[src/rtl/fc_pkg.sv]
// rtl/fc_pkg.sv - shared types, defaults and saturating arithmetic for the FC argmax engine
//
// Contents:
//   ACC_W_DEF  : default signed accumulator/result width
//   fc_state_e : engine FSM states (IDLE -> RUN -> DRAIN -> DONE -> IDLE)
//   sat_add    : add two signed values and clamp the sum to a signed w-bit range
package fc_pkg;

    localparam int ACC_W_DEF = 21;

    typedef enum logic [1:0] {
        ST_IDLE  = 2'd0,
        ST_RUN   = 2'd1,
        ST_DRAIN = 2'd2,
        ST_DONE  = 2'd3
    } fc_state_e;

    // Operands are carried at 64 bits so the raw sum cannot wrap for any
    // practical w; the result is clamped to [-2^(w-1), 2^(w-1)-1].
    function automatic logic signed [63:0] sat_add(
        input logic signed [63:0] a,
        input logic signed [63:0] b,
        input int                 w
    );
        logic signed [63:0] s;
        logic signed [63:0] hi;
        logic signed [63:0] lo;
        s  = a + b;
        hi = (64'sd1 <<< (w - 1)) - 64'sd1;
        lo = -hi - 64'sd1;
        if (s > hi) begin
            return hi;
        end
        if (s < lo) begin
            return lo;
        end
        return s;
    endfunction

endpackage

[src/rtl/fc_argmax_engine_mac.sv]
// rtl/fc_argmax_engine_mac.sv - combinational LANES-wide multiply and sum for one beat
//
// Module fc_mac_lanes
//   i_fm_data : LANES unsigned D_W-bit feature-map elements, lane 0 in LSBs
//   i_weight  : LANES signed W_W-bit weights, lane 0 in LSBs
//   o_sum     : exact signed sum of all lane products (SUM_W bits, never overflows)
module fc_mac_lanes #(
    parameter int LANES = 8,
    parameter int D_W   = 8,
    parameter int W_W   = 4,
    parameter int SUM_W = D_W + W_W + 1 + $clog2(LANES)
) (
    input  logic [LANES*D_W-1:0]    i_fm_data,
    input  logic [LANES*W_W-1:0]    i_weight,
    output logic signed [SUM_W-1:0] o_sum
);

    // Unsigned fm gains a zero sign bit so the product is a plain signed multiply.
    localparam int PROD_W = D_W + W_W + 1;

    logic signed [PROD_W-1:0] fm_ext;
    logic signed [PROD_W-1:0] w_ext;
    logic signed [PROD_W-1:0] prod;
    logic signed [SUM_W-1:0]  sum;

    always_comb begin
        fm_ext = '0;
        w_ext  = '0;
        prod   = '0;
        sum    = '0;
        for (int l = 0; l < LANES; l++) begin
            fm_ext = PROD_W'($signed({1'b0, i_fm_data[l*D_W +: D_W]}));
            w_ext  = PROD_W'($signed(i_weight[l*W_W +: W_W]));
            prod   = fm_ext * w_ext;
            sum    = sum + SUM_W'(prod);
        end
        o_sum = sum;
    end

endmodule

[src/rtl/fc_argmax_engine.sv]
// rtl/fc_argmax_engine.sv - fully-connected layer with saturating MAC and running argmax
//
// Streams N_OUT*BEATS beats from two 1-cycle-latency memories (fm reused per
// neuron, weights contiguous per neuron), accumulates each neuron with
// saturation and keeps the index/value of the largest neuron.
// Optional macro FC_BIAS_EN adds a per-neuron bias port pair.
//
// Ports:
//   clk, rst_n                       : clock, async active-low reset
//   i_start                          : start pulse (ignored while o_busy)
//   i_fm_base_addr, i_w_base_addr    : base addresses latched on start
//   o_fm_addr, o_w_addr, o_rd_en     : memory read request (RUN only)
//   i_fm_data, i_weight              : read data, valid the cycle after o_rd_en
//   i_bias, o_bias_idx               : bias lookup (FC_BIAS_EN only)
//   o_busy, o_done                   : run status, one-cycle completion pulse
//   o_class, o_max_val               : argmax result, held until next o_done
module fc_argmax_engine
    import fc_pkg::*;
#(
    parameter int  LANES  = 8,
    parameter int  IN_LEN = 384,
    parameter int  N_OUT  = 27,
    parameter int  D_W    = 8,
    parameter int  W_W    = 4,
    parameter int  ACC_W  = ACC_W_DEF,
    parameter int  ADDR_W = 16,
    localparam int CLS_W  = (N_OUT > 1) ? $clog2(N_OUT) : 1
) (
    input  logic                    clk,
    input  logic                    rst_n,
    input  logic                    i_start,
    input  logic [ADDR_W-1:0]       i_fm_base_addr,
    input  logic [ADDR_W-1:0]       i_w_base_addr,
    output logic [ADDR_W-1:0]       o_fm_addr,
    output logic [ADDR_W-1:0]       o_w_addr,
    output logic                    o_rd_en,
    input  logic [LANES*D_W-1:0]    i_fm_data,
    input  logic [LANES*W_W-1:0]    i_weight,
`ifdef FC_BIAS_EN
    input  logic signed [ACC_W-1:0] i_bias,
    output logic [CLS_W-1:0]        o_bias_idx,
`endif
    output logic                    o_busy,
    output logic                    o_done,
    output logic [CLS_W-1:0]        o_class,
    output logic signed [ACC_W-1:0] o_max_val
);

    localparam int BEATS  = IN_LEN / LANES;
    localparam int TOTAL  = N_OUT * BEATS;
    localparam int BEAT_W = (BEATS > 1) ? $clog2(BEATS) : 1;
    localparam int CNT_W  = $clog2(TOTAL + 1);
    localparam int SUM_W  = D_W + W_W + 1 + $clog2(LANES);

    fc_state_e state_q, state_d;

    logic [ADDR_W-1:0]       fm_base_q, fm_base_d;
    logic [ADDR_W-1:0]       w_base_q, w_base_d;
    logic [BEAT_W-1:0]       beat_q, beat_d;
    logic [CLS_W-1:0]        neuron_q, neuron_d;
    // Reads issued so far; equals neuron*BEATS+beat, i.e. the weight offset.
    logic [CNT_W-1:0]        rd_cnt_q, rd_cnt_d;

    // Tags travelling alongside the read so they line up with returning data.
    logic                    rsp_vld_q, rsp_vld_d;
    logic                    rsp_last_q, rsp_last_d;
    logic [CLS_W-1:0]        rsp_neuron_q, rsp_neuron_d;

    logic signed [ACC_W-1:0] acc_q, acc_d;
    logic signed [ACC_W-1:0] max_val_q, max_val_d;
    logic [CLS_W-1:0]        max_idx_q, max_idx_d;

    logic                    done_q, done_d;
    logic [CLS_W-1:0]        class_q, class_d;
    logic signed [ACC_W-1:0] result_q, result_d;

    logic                    rd_en;
    logic signed [SUM_W-1:0] beat_sum;
    logic signed [ACC_W-1:0] bias_val;
    logic signed [ACC_W-1:0] acc_sum;
    logic signed [ACC_W-1:0] neuron_val;

    fc_mac_lanes #(
        .LANES (LANES),
        .D_W   (D_W),
        .W_W   (W_W),
        .SUM_W (SUM_W)
    ) u_mac (
        .i_fm_data (i_fm_data),
        .i_weight  (i_weight),
        .o_sum     (beat_sum)
    );

`ifdef FC_BIAS_EN
    assign bias_val   = i_bias;
    assign o_bias_idx = rsp_neuron_q;
`else
    assign bias_val   = '0;
`endif

    always_comb begin
        state_d      = state_q;
        fm_base_d    = fm_base_q;
        w_base_d     = w_base_q;
        beat_d       = beat_q;
        neuron_d     = neuron_q;
        rd_cnt_d     = rd_cnt_q;
        rsp_vld_d    = 1'b0;
        rsp_last_d   = 1'b0;
        rsp_neuron_d = rsp_neuron_q;
        acc_d        = acc_q;
        max_val_d    = max_val_q;
        max_idx_d    = max_idx_q;
        done_d       = 1'b0;
        class_d      = class_q;
        result_d     = result_q;
        rd_en        = 1'b0;

        acc_sum    = ACC_W'(sat_add(64'(acc_q), 64'(beat_sum), ACC_W));
        neuron_val = ACC_W'(sat_add(64'(acc_sum), 64'(bias_val), ACC_W));

        case (state_q)
            ST_IDLE: begin
                // done_q still high means o_busy is asserted: start is ignored.
                if (i_start && !done_q) begin
                    fm_base_d = i_fm_base_addr;
                    w_base_d  = i_w_base_addr;
                    beat_d    = '0;
                    neuron_d  = '0;
                    rd_cnt_d  = '0;
                    acc_d     = '0;
                    max_val_d = '0;
                    max_idx_d = '0;
                    state_d   = ST_RUN;
                end
            end
            ST_RUN: begin
                rd_en        = 1'b1;
                rsp_vld_d    = 1'b1;
                rsp_last_d   = (beat_q == BEAT_W'(BEATS - 1));
                rsp_neuron_d = neuron_q;
                rd_cnt_d     = rd_cnt_q + CNT_W'(1);
                if (beat_q == BEAT_W'(BEATS - 1)) begin
                    beat_d   = '0;
                    neuron_d = neuron_q + CLS_W'(1);
                end else begin
                    beat_d = beat_q + BEAT_W'(1);
                end
                if (rd_cnt_q == CNT_W'(TOTAL - 1)) begin
                    state_d = ST_DRAIN;
                end
            end
            ST_DRAIN: begin
                state_d = ST_DONE;
            end
            ST_DONE: begin
                done_d   = 1'b1;
                class_d  = max_idx_q;
                result_d = max_val_q;
                state_d  = ST_IDLE;
            end
            default: begin
                state_d = ST_IDLE;
            end
        endcase

        // Returning beat: accumulate, and on a neuron's last beat fold in
        // the bias and update the running max (strict > keeps lower index).
        if (rsp_vld_q) begin
            if (rsp_last_q) begin
                acc_d = '0;
                if ((rsp_neuron_q == '0) || (neuron_val > max_val_q)) begin
                    max_val_d = neuron_val;
                    max_idx_d = rsp_neuron_q;
                end
            end else begin
                acc_d = acc_sum;
            end
        end
    end

    always_ff @(posedge clk or negedge rst_n) begin
        if (!rst_n) begin
            state_q      <= ST_IDLE;
            fm_base_q    <= '0;
            w_base_q     <= '0;
            beat_q       <= '0;
            neuron_q     <= '0;
            rd_cnt_q     <= '0;
            rsp_vld_q    <= 1'b0;
            rsp_last_q   <= 1'b0;
            rsp_neuron_q <= '0;
            acc_q        <= '0;
            max_val_q    <= '0;
            max_idx_q    <= '0;
            done_q       <= 1'b0;
            class_q      <= '0;
            result_q     <= '0;
        end else begin
            state_q      <= state_d;
            fm_base_q    <= fm_base_d;
            w_base_q     <= w_base_d;
            beat_q       <= beat_d;
            neuron_q     <= neuron_d;
            rd_cnt_q     <= rd_cnt_d;
            rsp_vld_q    <= rsp_vld_d;
            rsp_last_q   <= rsp_last_d;
            rsp_neuron_q <= rsp_neuron_d;
            acc_q        <= acc_d;
            max_val_q    <= max_val_d;
            max_idx_q    <= max_idx_d;
            done_q       <= done_d;
            class_q      <= class_d;
            result_q     <= result_d;
        end
    end

    // Addresses are forced to zero whenever no read is being issued.
    assign o_rd_en   = rd_en;
    assign o_fm_addr = rd_en ? (fm_base_q + ADDR_W'(beat_q)) : '0;
    assign o_w_addr  = rd_en ? (w_base_q + ADDR_W'(rd_cnt_q)) : '0;
    assign o_busy    = (state_q != ST_IDLE) || done_q;
    assign o_done    = done_q;
    assign o_class   = class_q;
    assign o_max_val = result_q;

endmodule

[config.mk]
export PLATFORM = sky130hd
export DESIGN_NAME = fc_argmax_engine
export DESIGN_NICKNAME = d
export VERILOG_FILES = /design/src/rtl/fc_pkg.sv /design/src/rtl/fc_argmax_engine_mac.sv /design/src/rtl/fc_argmax_engine.sv
export SDC_FILE = /design/constraint.sdc
export NUM_CORES = 1
export LEC_CHECK = 0
export BUFFER_PORTS_ARGS = -buffer_cell sky130_fd_sc_hd__buf_2
export CORE_MARGIN = 10
export CORE_UTILIZATION = 45
export CTS_CLUSTER_SIZE = 30
export DETAILED_ROUTE_END_ITERATION = 12
export GPL_TIMING_DRIVEN = 0
export PLACE_DENSITY_LB_ADDON = 0.05
export SYNTH_ARGS = -nofsm -noshare
export SYNTH_HDL_FRONTEND = slang
export SYNTH_SLANG_ARGS = --single-unit
[constraint.sdc]
create_clock -name clk -period 11.6 [get_ports clk]
set_input_delay 0.58 -clock clk [delete_from_list [all_inputs] [get_ports clk]]
set_output_delay 0.58 -clock clk [all_outputs]
set_load 0.01 [all_outputs]
==> flow_metrics.env <==
export IMPL_status="finished with violations"
export IMPL_violations="setup timing"
export IMPL_n_fill_cell=3778
export IMPL_synth_edf_count=0
export IMPL_hold_slack_ns=0.07564
export IMPL_grt_pass1_wl_um=75820
export IMPL_placement_rows=74
export IMPL_drt_iter0_drc=539
export IMPL_cp_max_fo=7
export IMPL_hold_class="input pin to asynchronous set/reset pin"
export IMPL_cp_common_cell="fa_1"
export IMPL_die_y_um=222.4
export IMPL_cpMaxStageDelayCell="fa_1"
export IMPL_routabilityCongestion=0.8759
export IMPL_synth_area_um2=18440
export IMPL_rsz0062_at_grt="yes"
export IMPL_hpwl_um=38230
export IMPL_ant_nets=0
export IMPL_insertion_delay_ns=0.44
export IMPL_design_area_um2=21910
export IMPL_die_x_um=222.4
export IMPL_vias=13540
export IMPL_finalHoldViolCount=0
export IMPL_fin_crit_ns=13.22
export IMPL_cts_tree="done"
export IMPL_clock_fmax_mhz=75.66
export IMPL_drive_gt1_share_pct=20.15
export IMPL_cts_htree_levels=4
export IMPL_first_pass_iters=5
export IMPL_ys_seq_area_share_pct=18.60
export IMPL_critPathMaxStageDelay_ns=0.54
export IMPL_fin_setup_tns_ns=-41.03
export IMPL_cts_buffers=17
export IMPL_finalSetupViolCount=26
export IMPL_grt_pass1_vias=14640
export IMPL_ios=192
export IMPL_nets=2768
export IMPL_finalCritPeriodShare_pct=113.9
export IMPL_grt_max_degree=93
export IMPL_criticalPathCategory="input pin to flip-flop"
export IMPL_critical_path_arrival_ns=13.54
export IMPL_cts_clk_slew_worst_paths_ns=0.06
export IMPL_timing_final_ws_setup_ns=-1.617
export IMPL_wl_per_cell_um=16.68
export IMPL_critPathTopFamily="adder cells"
export IMPL_cts_buffer_depth=2
export IMPL_track_usage_pct=18.60
export IMPL_worstMarginPinSlew_ns=0.8590
export IMPL_timing_slew_headroom_pct=42.00
export IMPL_floorplan_initialDensity_pct=45.36
export IMPL_synth_warnings=0
export IMPL_syn_inst=1943
export IMPL_vias_per_cell=4.948
export IMPL_layout_commonest_cell="inv_1"
export IMPL_required_ns=11.92
export IMPL_post_dp_cell_area_um2=20190
export IMPL_drc=0
export IMPL_syn2layout_area_growth_pct=18.86
export IMPL_end_kind="flip-flop"
export IMPL_postCtsHoldBufs=0
export IMPL_fp_coreArea_um2=40650
export IMPL_syn_area_per_cell_um2=9.489
export IMPL_antenna_diode_count=0
export IMPL_crit_buf_inv=16
export IMPL_skew_ns=0.01550
export IMPL_synth_seq_cells=137
export IMPL_synthFlopType="dfrtp_1"
export IMPL_root_buffer="clkbuf_16"
export IMPL_slew_violations=0
export IMPL_dieArea_um2=49470
export IMPL_drt_total_wl_um=45630
export IMPL_async_flop_share_pct=100.0
export IMPL_setup_worst_path_start_class="input pin"
export IMPL_grt_ovfl_total=0
export IMPL_layout_common_cells="390 x inv_1, 253 x fa_1, 186 x nand2_1, 181 x buf_2, 172 x ha_1"
export IMPL_port_buffer_count=189
export IMPL_clock_sink_count=137
export IMPL_antenna_found_initial=0
export IMPL_syn_num_nets=2520
export IMPL_max_cap_violations=0
export IMPL_yosysUniqueCellTypes=71
[per-layer routing]
metal  share of wire [%]  wire, µm  global-route usage, %  vias up
met5                   0         0                      0        -
met4                 1.2       554                  3.596        0
met3                 3.6      1650                  3.203       32
met2                  47     21650                  30.18      203
met1                  48     21770                  25.67     6679
li1                    -         -                      -     6624
[flip-flops by register name (all words and copies together) (netlist names), 6 cells and up]
signal,cells
beat_q,6
fm_base_q,16
o_max_val,21
max_val_q,21
w_base_q,16
acc_q,21
rd_cnt_q,11
[through the flow]
step           util [%]  cells  worst slack, ns
2_1_floorplan         -   1943           -1.350
3_3_place_gp      49.58   2664           -2.955
3_5_place_dp      49.66   2665           -2.980
4_1_cts           53.00   2722           -1.610
5_1_grt           53.91   2736           -2.048
6_report          53.91   2736           -1.617
[final timing paths]
path	from	endpoint	slack [ns]	depth (start not counted)
worst max-delay path	i_fm_data[3]	max_val_q[1]$_DFF_PN0_	-1.62	57
worst min-delay path	rst_n	fm_base_q[7]$_DFFE_PN0P_	0.08	1
worst max register to register	acc_q[0]$_DFFE_PN0P_	max_val_q[1]$_DFF_PN0_	6.83	21
worst min register to register	acc_q[0]$_DFFE_PN0P_	acc_q[0]$_DFFE_PN0P_	0.49	2
max in group asynchronous	rst_n	acc_q[10]$_DFFE_PN0P_	10.72	2
min in group clk	i_w_base_addr[1]	w_base_q[1]$_DFFE_PN0P_	0.38	2
[cell usage after synthesis (8+ instances only)]
cell type	n	area (µm²)
a21o_1	25	187.7
mux2i_1	25	250.2
ha_1	192	2402
nand3_1	28	140.1
nand2_1	188	705.7
xnor2_1	44	385.4
and2_1	122	763.2
nor2b_1	18	112.6
nor2_1	64	240.2
dfrtp_1	137	3428
o21ai_0	40	200.2
o21ai_1	11	55.05
o21bai_1	9	67.56
a31oi_1	8	50.05
clkbuf_1	24	90.09
fa_1	254	5085
a21oi_1	73	365.4
xor2_1	37	324.1
mux2_2	64	720.7
nand2b_1	49	306.5
nor3_1	18	90.09
inv_1	403	1513
[cells by family (layout without fill, tap and decap cells)]
kind of cell,after synthesis,count (layout),share of synthesized area (%)
and+or+nand+nor,526,526,14.34
xor gates and xnor gates,81,81,3.848
AOI/OAI and AO/OA,229,229,8.280
adders and majority gates,447,447,40.67
DFF,137,137,18.60
muxes,89,89,5.266
buffers and inverters,434,695,9.006
[final cells by class]
class / count / area (µm²) / area share, %
multi-input cells: 1372 / 14030 / 64.03
well taps: 532 / 665.6 / 3.038
repair buffers: 231 / 1444 / 6.589
clock inverters: 11 / 192.7 / 0.8793
plain buffers: 29 / 175.2 / 0.7994
inverters: 403 / 1516 / 6.920
flip-flops and latches: 137 / 3428 / 15.64
clock buffers: 21 / 460.4 / 2.101
[timing repair]
action,4_1_cts,5_1_grt
resized for setup,98,55
pin swaps,35,44
cloned,5,1
setup buffers,22,13
endpoints found under the hold margin,0,0
endpoints found under the setup margin,47,46
Power is not shown: default switching activity piles up to over one toggle a cycle in this logic, so the estimate is an artifact.
